--- src/rtl/cpu_types_pkg.sv ---
// Shared CPU control types: hazard controller states and register-number width.
package cpu_types_pkg;

  typedef enum logic [1:0] {
    RUN   = 2'd0,
    DWAIT = 2'd1,
    HALT  = 2'd2
  } ctrl_state_t;

  typedef logic [4:0] regbits_t;

endpackage

--- src/rtl/hazard_detect.sv ---
// Load-use detector: flags an ID-stage read of the register an EX-stage load writes.
module hazard_detect
  import cpu_types_pkg::*;
(
  input  logic     ex_dREN,
  input  regbits_t ex_wsel,
  input  regbits_t id_rs,
  input  regbits_t id_rt,
  input  logic     id_uses_rt,
  output logic     load_use
);

  // Register 0 is hardwired, so a load targeting it never creates a dependency.
  assign load_use = ex_dREN && (ex_wsel != '0) &&
                    ((ex_wsel == id_rs) || (id_uses_rt && (ex_wsel == id_rt)));

endmodule

--- src/rtl/hazard_ctrl.sv ---
// Pipeline hazard controller: data-memory wait FSM, served-access mask,
// stall/flush steering and a saturating stall-cycle counter.
module hazard_ctrl
  import cpu_types_pkg::*;
(
  input  logic        CLK,
  input  logic        RST,
  input  logic        ihit,
  input  logic        dhit,
  input  logic        mem_dREN,
  input  logic        mem_dWEN,
  input  logic        halt_mem,
  input  logic        ex_dREN,
  input  regbits_t    ex_wsel,
  input  regbits_t    id_rs,
  input  regbits_t    id_rt,
  input  logic        id_uses_rt,
  input  logic        branch_taken,
  input  logic        jump_id,
  output logic        pc_en,
  output logic        ifid_en,
  output logic        ifid_flush,
  output logic        idex_en,
  output logic        idex_flush,
  output logic        back_en,
  output logic        dmem_mask,
  output logic        halted,
  output logic [1:0]  ctrl_state,
  output logic [31:0] stall_cycles
);

  ctrl_state_t state, next_state;
  logic        load_use;
  logic        mem_access;
  logic        dmem_done;
  logic        advance;

  hazard_detect u_detect (
    .ex_dREN    (ex_dREN),
    .ex_wsel    (ex_wsel),
    .id_rs      (id_rs),
    .id_rt      (id_rt),
    .id_uses_rt (id_uses_rt),
    .load_use   (load_use)
  );

  // A masked access was already served while IF was still waiting.
  assign mem_access = mem_dREN | mem_dWEN;
  assign dmem_done  = !mem_access | dhit | dmem_mask;
  assign advance    = (state != HALT) & ihit & dmem_done;
  assign ctrl_state = state;

  always_comb begin
    next_state = state;
    case (state)
      RUN: begin
        if (halt_mem && advance)
          next_state = HALT;
        else if (mem_access && !dhit && !dmem_mask)
          next_state = DWAIT;
      end
      DWAIT: begin
        if (halt_mem && advance)
          next_state = HALT;
        else if (dhit)
          next_state = RUN;
      end
      default: next_state = HALT;
    endcase
  end

  // Branch redirect outranks load-use, which in turn suppresses a jump flush.
  always_comb begin
    pc_en      = 1'b0;
    ifid_en    = 1'b0;
    ifid_flush = 1'b0;
    idex_en    = 1'b0;
    idex_flush = 1'b0;
    back_en    = 1'b0;
    if (advance) begin
      idex_en = 1'b1;
      back_en = 1'b1;
      if (branch_taken) begin
        pc_en      = 1'b1;
        ifid_en    = 1'b1;
        ifid_flush = 1'b1;
        idex_flush = 1'b1;
      end else if (load_use) begin
        idex_flush = 1'b1;
      end else begin
        pc_en      = 1'b1;
        ifid_en    = 1'b1;
        ifid_flush = jump_id;
      end
    end
  end

  always_ff @(posedge CLK or posedge RST) begin
    if (RST) begin
      state        <= RUN;
      dmem_mask    <= 1'b0;
      halted       <= 1'b0;
      stall_cycles <= '0;
    end else begin
      state  <= next_state;
      halted <= (next_state == HALT);
      if (state == HALT)
        dmem_mask <= 1'b0;
      else if (dhit && !ihit)
        dmem_mask <= 1'b1;
      else if (advance)
        dmem_mask <= 1'b0;
      if ((state != HALT) && !pc_en && (stall_cycles != 32'hFFFF_FFFF))
        stall_cycles <= stall_cycles + 32'd1;
    end
  end

endmodule

--- config.mk ---
export PLATFORM = sky130hd
export DESIGN_NAME = hazard_ctrl
export DESIGN_NICKNAME = d
export VERILOG_FILES = /design/src/rtl/cpu_types_pkg.sv /design/src/rtl/hazard_detect.sv /design/src/rtl/hazard_ctrl.sv
export SDC_FILE = /design/constraint.sdc
export NUM_CORES = 1
export LEC_CHECK = 0
export CAP_MARGIN = 0
export CORE_MARGIN = 2
export CORE_UTILIZATION = 42
export DETAILED_ROUTE_END_ITERATION = 12
export PLACE_DENSITY_LB_ADDON = 0.2
export SLEW_MARGIN = 40
export SYNTH_ARGS = -nofsm -noshare
export SYNTH_HDL_FRONTEND = slang
export SYNTH_HIERARCHICAL = 1
export SYNTH_SLANG_ARGS = --single-unit
--- constraint.sdc ---
create_clock -name CLK -period 2.4 [get_ports CLK]
set_clock_uncertainty 0.2 [all_clocks]
set_input_delay 0.48 -clock CLK [delete_from_list [all_inputs] [get_ports CLK]]
set_output_delay 0.48 -clock CLK [all_outputs]
set_load 0.01 [all_outputs]
==> run_results.csv <==
group,metric,value,unit
critical_path,cp-start-kind,"input pin",
sta,hold_slack,0.295,ns
die,io_pins,68,
global_route,grt_usage,18.3,%
job,drv_cap,0,
critical_path,r2r_end,"stall_cycles[27]",
finish,drive_gt1_share,24.1,%
clocking,htree_levels,2,
routing,drcViolationCount,0,
synthesis,ys.flop_type,"dfrtp_1",
routing,viasPerCell,5.15,
pwr,power_density,461,mW/mm^2
pwr,power.total,1370,uW
critical_path,crit_path_end,"ifid_en",
sta,setup_viol,4,
die,num_rows,24,
critical_path,cp.required,1.72,ns
placed_design,dpl_worst_slack,-0.802,ns
critical_path,crit_path_end_kind,"primary output",
synthesis,synth_area_per_cell,9.99,sq um
finish,fillers,363,
routing,ant_nets,0,
global_route,grt_pass1_wl,7490,um
placed_design,io_buffer_count,67,
global_route,grt_max_degree,37,
finish,fin_nets,313,
synthesis,netlist_area,0.00193,sq mm
die,core_area,0.00438,sq mm
clocking,path_clk_slew,0.06,ns
placed_design,place.gp.congestion,0.761,
run_status,violations,"negative setup slack",
clocking,root_buffer,"clkbuf_8",
critical_path,worstReg2RegStart,"stall_cycles[1]",
hold_path,hold_path.class,"register to register",
clocking,clk_latency,0.28,ns
synthesis,synth_seq_cells,36,
synthesis,ys_seq_area_share,46.7,%
synthesis,ys_warn_count,6,
synthesis,ys_types,31,
synthesis,syn-num-nets,220,
critical_path,critPathLaunch,"ex_wsel[4]",
sta,slew_headroom,68.7,%
sta,finalHoldViolations,0,
global_route,grt_overflow_total,0,
run_status,outcome,"complete, but fails checks",
routing,dr.pass1.iters,4,
routing,drt_wl_total,4500,um
routing,first_iter_violations,59,
finish,n_antenna_cell,0,
clocking,cts_buffers,5,
sta,final.setup.tns,-0.0625,ns
critical_path,path_class,"input pin to primary output",
global_route,first_global_vias,1701,
sta,worst_slack,-0.0256,ns
die,die_area,0.00515,sq mm
pwr,leakage,0.00123,uW
placed_design,hpwlAfterDp,3330,um
global_route,antenna_found_initial,0,
critical_path,critPathArrivalTime,1.75,ns
die,start_util,44.0,%
critical_path,reg2reg_depth,6,
clocking,cts_tree,"built",
sta,slew_violations,0,
sta,min_period,2.43,ns
sta,timing.fmax,412,MHz
critical_path,path_max_fanout,3,
sta,timing.final.crit_share,101,%
clocking,holdBufCountCts,0,
synthesis,synthArstFlopShare,100,%
synthesis,synthCells,193,
pwr,ir_drop,0.499,mV
clocking,cts.path.max_buffers,2,
die,die_y,71.8,um
routing,wl_per_cell,13.3,um
die,fp.dieW,71.8,um
finish,area_growth,54.2,%
synthesis,synth_edf_count,0,
clocking,cts.sinks,36,
sta,worst_pin_slew,0.466,ns
sta,rsz0062_at_grt,"yes",
critical_path,r2r_slack,0.13,ns
routing,num_vias,1740,
[layout make-up]
type                            instances  area, sq um  area share (%)
Inverter                                5         18.8           0.631
Timing Repair Buffer                   90          821            27.6
Tap cell                               52         65.1            2.19
Multi-Input combinational cell        148         1090            36.7
Sequential cell                        36          901            30.3
Clock buffer                            6         72.6            2.44
Clock inverter                          1         5.00           0.168
[flip-flops by register name, summed over array words and instances (netlist names)]
signal        flops
ctrl_state        2
dmem_mask         1
halted            1
stall_cycles     32
[power by group]
group / switching, uW / leakage (uW) / total [uW] / internal, uW
sequential: 47.6 / 0.000461 / 694 / 646
clock: 195 / 0.0000410 / 392 / 197
combinational: 116 / 0.000725 / 286 / 171
[how the worst min path moves through the flow]
stage                           startpoint               end  slack (ns)  cells past startpoint
after floorplan           stall_cycles[29]  stall_cycles[29]        0.32                      1
after global placement    stall_cycles[29]  stall_cycles[29]        0.28                      1
after detailed placement  stall_cycles[23]  stall_cycles[23]        0.29                      1
after CTS                 stall_cycles[23]  stall_cycles[23]        0.30                      1
after global routing      stall_cycles[23]  stall_cycles[23]        0.31                      1
final                     stall_cycles[29]  stall_cycles[29]        0.30                      1
[placed cells by master (no fill, tap or decap), types with 2 or more instances in the layout]
cell             instances
nor2_1                  15
inv_1                    5
dlygate4sd2_1            5
nor4_1                   2
a21o_1                   2
xnor2_2                  2
and3_1                   6
mux2_2                   2
xnor2_1                 23
nand4_1                 16
nor2_2                   2
buf_2                    7
nand3_1                 11
nand2b_1                 4
clkdlybuf4s15_1          2
nor3_2                   2
nor3_1                   5
buf_6                    7
and4_1                   5
or4_4                    2
clkdlybuf4s50_1         46
clkbuf_8                 5
and2_1                   3
nand2_2                  3
nand2_1                 12
buf_4                   21
dfrtp_1                 36
a21oi_2                  2
xor2_1                  14
[layer usage]
metal	global-route usage [%]	share of wire [%]	up-vias
li1	-	-	870
met1	22.4	43	815
met3	4.22	4.5	8
met4	5.03	1.5	0
met5	0	0	-
met2	32.4	51	47
[cells by family after synthesis]
| kind of cell | after synthesis | share of synthesized area (%) |
|---|---|---|
| simple gates | 97 | 27.9 |
| xor+xnor | 39 | 17.7 |
| flops | 36 | 46.7 |
| buf+inv | 9 | 2.14 |
| compound gates | 8 | 3.11 |
| mux | 3 | 1.75 |
| fa+ha+maj | 1 | 0.649 |
[metrics by stage]
| step | utilization [%] | area (sq um) | instances |
|---|---|---|---|
| 6_report | 67.8 | 2970 | 338 |
| 4_1_cts | 66.1 | 2900 | 334 |
| 2_1_floorplan | - | 1960 | 193 |
| 5_1_grt | 67.8 | 2970 | 338 |
| 3_3_place_gp | 64.3 | 2820 | 326 |
| 3_5_place_dp | 64.3 | 2820 | 326 |
[timing repair]
action / 4_1_cts / 5_1_grt
cloned: 0 / 1
gates resized for setup: 74 / 14
setup endpoints to repair: 38 / 34
pin swaps: 20 / 15
endpoints found under the hold margin: 0 / 0
setup buffers: 1 / 3
[synth_stat cells (3+ instances only)]
| library cell | number | area [sq um] |
|---|---|---|
| nor2_1 | 18 | 67.6 |
| and4_1 | 5 | 43.8 |
| inv_1 | 5 | 18.8 |
| dfrtp_1 | 36 | 901 |
| mux2_2 | 3 | 33.8 |
| and2_1 | 3 | 18.8 |
| and3_1 | 6 | 37.5 |
| xnor2_1 | 25 | 219 |
| nand2b_1 | 4 | 25.0 |
| xor2_1 | 14 | 123 |
| nor3_1 | 6 | 30.0 |
| nand2_1 | 15 | 56.3 |
| nand3_1 | 13 | 65.1 |
| nand4_1 | 16 | 100 |
[worst max-delay path, cell delays in order]
cell	delay (ns)
buf_2	0.12
or4_4	0.50
o21ai_2	0.14
a21oi_2	0.06
nand2b_1	0.09
buf_4	0.10
nor2b_4	0.14
buf_6	0.11
Power figures use the tool's default switching activity.
